`config.mk`:
```
export PLATFORM = sky130hd
export DESIGN_NAME = hazard_ctrl
export DESIGN_NICKNAME = d
export VERILOG_FILES = /design/src/rtl/hazard_ctrl.sv
export SDC_FILE = /design/constraint.sdc
export NUM_CORES = 1
export LEC_CHECK = 0
export ABC_AREA = 1
export ABC_CLOCK_PERIOD_IN_PS = 4400
export CORE_MARGIN = 4
export CORE_UTILIZATION = 34
export CTS_BUF_LIST = sky130_fd_sc_hd__clkbuf_16
export CTS_CLUSTER_SIZE = 40
export DETAILED_ROUTE_END_ITERATION = 10
export PLACE_DENSITY_LB_ADDON = 0.2
export SLEW_MARGIN = 25
export SYNTH_ARGS = -nofsm -noshare
export SYNTH_HDL_FRONTEND = slang
export SYNTH_SLANG_ARGS = --single-unit
```
`constraint.sdc`:
```
create_clock -name clk -period 4.4 [get_ports clk]
set_clock_uncertainty 0.1 [all_clocks]
set_input_delay 1.32 -clock clk [delete_from_list [all_inputs] [get_ports clk]]
set_output_delay 1.32 -clock clk [all_outputs]
set_load 0.05 [all_outputs]
```
`src/rtl/hazard_ctrl.sv`:
```
// hazard_ctrl
//
// Hazard controller for the 5-stage RV64 pipeline. It produces these controls:
//   - stall controls (pc_write, ifid_write)
//   - bubble/squash controls (ifid_flush, idex_flush)
//   - EX-operand forwarding selects (forward_a, forward_b)
//
// Load-use hazards are held off by a small RUN/STALL FSM. The FSM inserts
// LOAD_STALL_CYCLES bubbles, which models data-memory latency. A taken branch
// resolved in EX squashes IF/ID and ID/EX for one cycle.
//
// Optional feature: define HAZARD_PERF_CNT_EN to build saturating
// stalled-cycle and branch-flush counters. When it is undefined, both counter
// outputs are tied to zero and no counter flops exist.
//
// Parameters:
//   LOAD_STALL_CYCLES  bubbles per load-use hazard (legal range 1..7)
//   CNT_W              width of the performance counters
//
// Ports:
//   clk, rst                     clock; asynchronous active-high reset
//   id_rs1/id_rs2                source registers of the instruction in ID
//   id_uses_rs1/id_uses_rs2      ID instruction actually reads that source
//   ex_rs1/ex_rs2/ex_rd          register fields held in ID/EX
//   ex_mem_read                  ID/EX instruction is a load
//   ex_branch_taken              branch in EX resolved taken
//   mem_rd/mem_reg_write         EX/MEM destination and write enable
//   wb_rd/wb_reg_write           MEM/WB destination and write enable
//   pc_write, ifid_write         PC / IF/ID update enables
//   ifid_flush, idex_flush       squash IF/ID, inject bubble into ID/EX
//   forward_a, forward_b         00 regfile, 10 EX/MEM, 01 MEM/WB
//   stall_cnt, flush_cnt         performance counters (previous-cycle view)
module hazard_ctrl #(
  parameter int LOAD_STALL_CYCLES = 1,
  parameter int CNT_W             = 32
) (
  input  logic             clk,
  input  logic             rst,
  input  logic [4:0]       id_rs1,
  input  logic [4:0]       id_rs2,
  input  logic             id_uses_rs1,
  input  logic             id_uses_rs2,
  input  logic [4:0]       ex_rs1,
  input  logic [4:0]       ex_rs2,
  input  logic [4:0]       ex_rd,
  input  logic             ex_mem_read,
  input  logic             ex_branch_taken,
  input  logic [4:0]       mem_rd,
  input  logic             mem_reg_write,
  input  logic [4:0]       wb_rd,
  input  logic             wb_reg_write,
  output logic             pc_write,
  output logic             ifid_write,
  output logic             ifid_flush,
  output logic             idex_flush,
  output logic [1:0]       forward_a,
  output logic [1:0]       forward_b,
  output logic [CNT_W-1:0] stall_cnt,
  output logic [CNT_W-1:0] flush_cnt
);

  typedef enum logic {RUN, STALL} state_t;

  // The RUN cycle that detects the hazard already emits the first bubble,
  // so the down-counter is loaded with one less than the total.
  localparam logic [2:0] REM_INIT = 3'(LOAD_STALL_CYCLES - 1);
  localparam bit         MULTI    = (LOAD_STALL_CYCLES > 1);

  state_t     state, state_nxt;
  logic [2:0] rem, rem_nxt;
  logic       load_use;

  assign load_use = ex_mem_read && (ex_rd != 5'd0) &&
                    ((id_uses_rs1 && (id_rs1 == ex_rd)) ||
                     (id_uses_rs2 && (id_rs2 == ex_rd)));

  // State and bubble counter. An asynchronous reset drops straight back to
  // RUN, so a stall that is in progress leaves no further bubbles.
  always_ff @(posedge clk or posedge rst) begin
    if (rst) begin
      state <= RUN;
      rem   <= 3'd0;
    end else begin
      state <= state_nxt;
      rem   <= rem_nxt;
    end
  end

  // Mealy next-state and control outputs. A branch flush wins over a
  // load-use hazard. A branch seen while stalled cannot really happen,
  // because EX holds a bubble; it is still handled like a RUN branch so the
  // pipeline recovers cleanly.
  always_comb begin
    pc_write   = 1'b1;
    ifid_write = 1'b1;
    ifid_flush = 1'b0;
    idex_flush = 1'b0;
    state_nxt  = state;
    rem_nxt    = rem;
    unique case (state)
      RUN: begin
        if (ex_branch_taken) begin
          ifid_flush = 1'b1;
          idex_flush = 1'b1;
        end else if (load_use) begin
          pc_write   = 1'b0;
          ifid_write = 1'b0;
          idex_flush = 1'b1;
          rem_nxt    = REM_INIT;
          state_nxt  = MULTI ? STALL : RUN;
        end
      end
      STALL: begin
        if (ex_branch_taken) begin
          ifid_flush = 1'b1;
          idex_flush = 1'b1;
          rem_nxt    = 3'd0;
          state_nxt  = RUN;
        end else begin
          pc_write   = 1'b0;
          ifid_write = 1'b0;
          idex_flush = 1'b1;
          rem_nxt    = rem - 3'd1;
          if (rem == 3'd1) state_nxt = RUN;
        end
      end
      default: state_nxt = RUN;
    endcase
  end

  // Forwarding selects. The younger EX/MEM result takes precedence over
  // MEM/WB, and x0 is never forwarded because it always reads as zero.
  always_comb begin
    forward_a = 2'b00;
    forward_b = 2'b00;
    if (mem_reg_write && (mem_rd != 5'd0) && (mem_rd == ex_rs1))
      forward_a = 2'b10;
    else if (wb_reg_write && (wb_rd != 5'd0) && (wb_rd == ex_rs1))
      forward_a = 2'b01;
    if (mem_reg_write && (mem_rd != 5'd0) && (mem_rd == ex_rs2))
      forward_b = 2'b10;
    else if (wb_reg_write && (wb_rd != 5'd0) && (wb_rd == ex_rs2))
      forward_b = 2'b01;
  end

`ifdef HAZARD_PERF_CNT_EN
  // Saturating counters. They sample this cycle's controls at the edge, so
  // the outputs lag the controls by one cycle.
  always_ff @(posedge clk or posedge rst) begin
    if (rst) begin
      stall_cnt <= '0;
      flush_cnt <= '0;
    end else begin
      if (!pc_write && (stall_cnt != '1)) stall_cnt <= stall_cnt + CNT_W'(1);
      if (ifid_flush && (flush_cnt != '1)) flush_cnt <= flush_cnt + CNT_W'(1);
    end
  end
`else
  assign stall_cnt = '0;
  assign flush_cnt = '0;
`endif

endmodule

```
Word-level counts from Yosys, hierarchy flattened

Index checks and enable logic that the tools add are counted.

Eq/ne operators: 9
Bitwise logic cells: 1
Reduce and logical (&&, ||, !) cells: 15
Add/subtract/negate cells: 1
Muxes and demuxes: 18

Operator list:

| cell                                                                  | count |
|---|---|
| 5-bit equality test                                                   | 6 |
| 5-bit nonzero test                                                    | 3 |
| 1-bit logical AND                                                     | 10 |
| 1-bit 2-to-1 mux                                                      | 9 |
| 3-bit 2-to-1 mux                                                      | 3 |
| 1-bit case mux with 2 select lines                                    | 3 |
| 3-bit case mux with 2 select lines                                    | 1 |
| 2-bit 2-to-1 mux                                                      | 2 |
| 2-bit != test, second input constant                                  | 2 |
| 3-bit by 1-bit equality test with 1-bit output, second input constant | 1 |
| 3-bit by 1-bit subtractor with 3-bit output, second input constant    | 1 |
| 2-bit AND reduction                                                   | 1 |
| 1-bit logical OR                                                      | 1 |
| 1-bit inverter                                                        | 1 |

Output and inout bits: 72
Input port bits: 43
Flip-flop bits (word level): 4
Logic and storage cells: 46

Depth between registers and ports, before layout

Depth after elaboration: 7
Mapped depth: 10
Gate-level depth less buffers: 9

Least setup slack after synthesis

OpenSTA, ideal clock, no wires.

Kind: input port to output port
Start: input ex_rs1[3]
End: output forward_a[0]
Path buffers: 0
Arrival time: 2.600 ns
Required time: 2.980 ns
Setup slack: 0.380 ns
Stages: 3
Path through: xor2_1 -> nor4_4 -> nor2_1

Longest elaborated chain between the ends: 4
Elaborated cells on any way between the ends: 6
Those cells by class: eq/ne (2); mux (2); reduce/logical (2)

RTL lines:

| element             | line | RTL |
|---|---|---|
| from (decl)         | 43   | `input logic [4:0] ex_rs1,` |
| 5-bit equality test | 138  | `else if (wb_reg_write && (wb_rd != 5'd0) && (wb_rd == ex_rs1))` |
| 1-bit logical AND   | 138  |  |
| 1-bit 2-to-1 mux    | 138  |  |
| 2-bit 2-to-1 mux *  | 136  | `if (mem_reg_write && (mem_rd != 5'd0) && (mem_rd == ex_rs1))` |
| to (decl)           | 56   | `output logic [1:0] forward_a,` |

Every way passes the cells marked *; elsewhere a longest branch is shown, timed or not.

Worst setup path in the final report

Start: input mem_rd[4]
End: output forward_a[0]

Longest elaborated chain between the ends: 4
Elaborated cells on any way between the ends: 5
Those cells by class: eq/ne (1); mux (1); reduce/logical (3)

RTL lines:

| element             | line | RTL |
|---|---|---|
| from (decl)         | 48   | `input logic [4:0] mem_rd,` |
| 5-bit nonzero test  | 136  |  |
| 1-bit logical AND   | 136  |  |
| 1-bit logical AND * | 136  |  |
| 2-bit 2-to-1 mux *  | 136  |  |

Marks and branches as above.

==> impl_results.md <==
- Maximum net fanout on the critical path: 3
- Initial Utilization: 0.365
- Post-CTS Hold Fix Bufs: 0
- Initial antenna violation count: 0
- Core area: 0.00344 mm^2
- Drt drc: 0
- ANT cells: 0
- Leak Pwr: 0.885 nW
- Yosys reg bits: 4
- WL met2: 1220 um
- Top Layer Used: met3
- CP Data Arrival Time: 2710 ps
- Die height: 68.8 um
- Flop pwr share: 0.105
- Max IR drop VDD: 0.000152 V
- Worst r2r path cells: 4
- CTS root buf: clkbuf_16
- Synth warn: 0
- Met3 wire length: 528 um
- Number of global-route vias before repair: 942
- Finished Layout Cells: 287
- IO Count: 115
- Dpl cells: 284
- Initial drt markers: 8
- Synth cell types: 21
- Clk_lat worst skew: 220 ps
- I/O Buffers: 50
- Setup TNS: 0 ps
- Fin util: 0.493
- DP Wirelength: 2440 um
- TritonCTS clock tree: yes
- Final Hold Vio Count: 0
- Worst min path class: reg2reg
- Synthesized instance count: 191
- Global-route wire length before repair: 3720 um
- Clock Power Share: 0.334
- Internal power: 0.000219 W
- Maximum buffer depth of the clock tree: 2
- Drt total wl: 2600 um
- Final nets: 288
- CP Launch Type: input pin
- Final max-slew violation count: 0
- H-tree depth: 1
- CTS resizes: 0
- DR vias/cell: 3.58
- Fillers: 371
- GR Util All Layers: 0.102
- CTS sink cnt: 4
- Multi-input gate area in the final layout: 810 um^2
- Post-CTS setup buffer count: 0
- Sw Share: 0.472
- Num CTS Buffers: 3
- Metal1 wirelength: 856 um
- Clock slew at reported path FFs: 30 ps
- Status: finished, final reports clean
- Fin crit period: 4130 ps
- TritonRoute pass-1 iters: 3
- Logic pwr share: 0.562
- Grt total ovfl: 0
- Hold depth: 2
- Routability cong.: 0.766
- Max cap viols: 0
- Wire per inst: 9.07 um
- Fraction of layout cells with a size suffix above 1: 0.0996
- Psw: 0.000196 W
- Crit. End Element: output port
- Period utilization: 0.939
- PD cells: 245 mW/mm^2
- F_max: 242 MHz
- Layout area overhead: 35.2%
- Rows: 21
- Avg Inst Size Synth: 6.57 um^2
- Sequential cell area: 100 um^2
- R2R Setup Slk: 3180 ps
- DIE WIDTH: 68.8 um
- Largest net degree at the start of global routing: 6
- Final setup vio count: 0
- Antenna-violating nets left: 0
- Cell area after synthesis: 0.00125 mm^2
- Worst Path Required: 2980 ps
- Die area: 0.00473 mm^2
- RSZ-0062 raised after global routing: no
- Critical path class: in2out
- Sequential area share after synthesis: 0.0798
- Via count: 1028
-- routing by layer --
layer / GRT usage / vias to the layer above
met5: 0 / -
met4: 0.0292 / 0
met3: 0.0486 / 0
met2: 0.180 / 66
met1: 0.107 / 415
li1: - / 547
-- final timing paths --
kind	startpoint	to
setup / recovery	mem_rd[4]	forward_a[0]
max in group asynchronous	rst	rem[2]
hold reg to reg	rem[1]	rem[1]
hold / removal	rem[1]	rem[1]
min in group asynchronous	rst	state
setup reg to reg	rem[0]	rem[1]
-- cell usage after synthesis, drive strengths merged --
cell / instances / area [um^2]
nand4: 3 / 18.8
o21ai: 3 / 18.8
ha: 2 / 25.0
dfrtp: 4 / 100
xor2: 11 / 96.3
nor2: 15 / 61.3
conb: 1 / 3.75
nor4: 2 / 42.5
buf: 66 / 495
nor3: 2 / 10.0
or2: 1 / 6.26
a21oi: 1 / 5.00
inv: 23 / 86.3
xnor2: 10 / 87.6
nand2: 38 / 148
nand3: 9 / 50.1
-- cell usage in the layout (no fill, tap or decap) --
master,count
conb_1,64
clkdlybuf4s50_1,42
nand2_1,36
inv_1,19
nor2_1,13
xor2_1,11
xnor2_1,10
nand3_1,8
buf_12,7
inv_2,4
dfrtp_1,4
nand4_1,3
clkbuf_16,3
nor2_2,2
nand2_2,2
o21ai_0,2
nor4_4,2
nor3_1,2
ha_1,2
nand3_2,1
or2_2,1
o21ai_2,1
a21oi_1,1
buf_4,1
-- metrics by stage --
stage                     total power, W  setup slack, ps  cell area (um^2)  hold WS [ps]
after floorplan                 0.000260              380              1490           369
after global placement          0.000276              267              1620           412
after detailed placement        0.000277              243              1620           409
after CTS                       0.000418              224              1700           415
after global routing            0.000438              120              1700           457
final                           0.000415              266              1700           412
-- logic make-up after synthesis --
logic type,after synthesis,synth area share
flip-flops,4,0.0798
XOR/XNOR,21,0.147
buffers and inverters,89,0.464
AND/OR/NAND/NOR,70,0.268
AO/OA/AOI/OAI,4,0.0189
adder cells (fa/ha/maj),2,0.0199
other,1,0.00299
-- worst max-delay path: stages --
cell and delay [ps]:
clkdlybuf4s50_1 560, xnor2_1 140, nand3_1 140, nor4_4 250, nor2_1 130, buf_12 170
-- area by class of cell --
| class | count | area share |
|---|---|---|
| multi-input combinational | 161 | 0.477 |
| inverter | 23 | 0.0509 |
| tap | 46 | 0.0339 |
| clock buffer | 3 | 0.0442 |
| timing repair buffer | 50 | 0.335 |
| sequential | 4 | 0.0590 |
-- sequential cells by signal, summed over array words and instances (netlist names) --
signal / count
rem: 3
state: 1
-- power groups by stage --
stage,Sequential (W),Clock (W),Combinational [W]
3_3_place_gp,0.0000439,0,0.000232
6_report,0.0000435,0.000139,0.000233
4_1_cts,0.0000434,0.000141,0.000233
3_5_place_dp,0.0000439,0,0.000233
5_1_grt,0.0000439,0.000145,0.000249
2_1_floorplan,0.0000432,0,0.000217
Note: power is estimated with default switching activity, not from simulation.
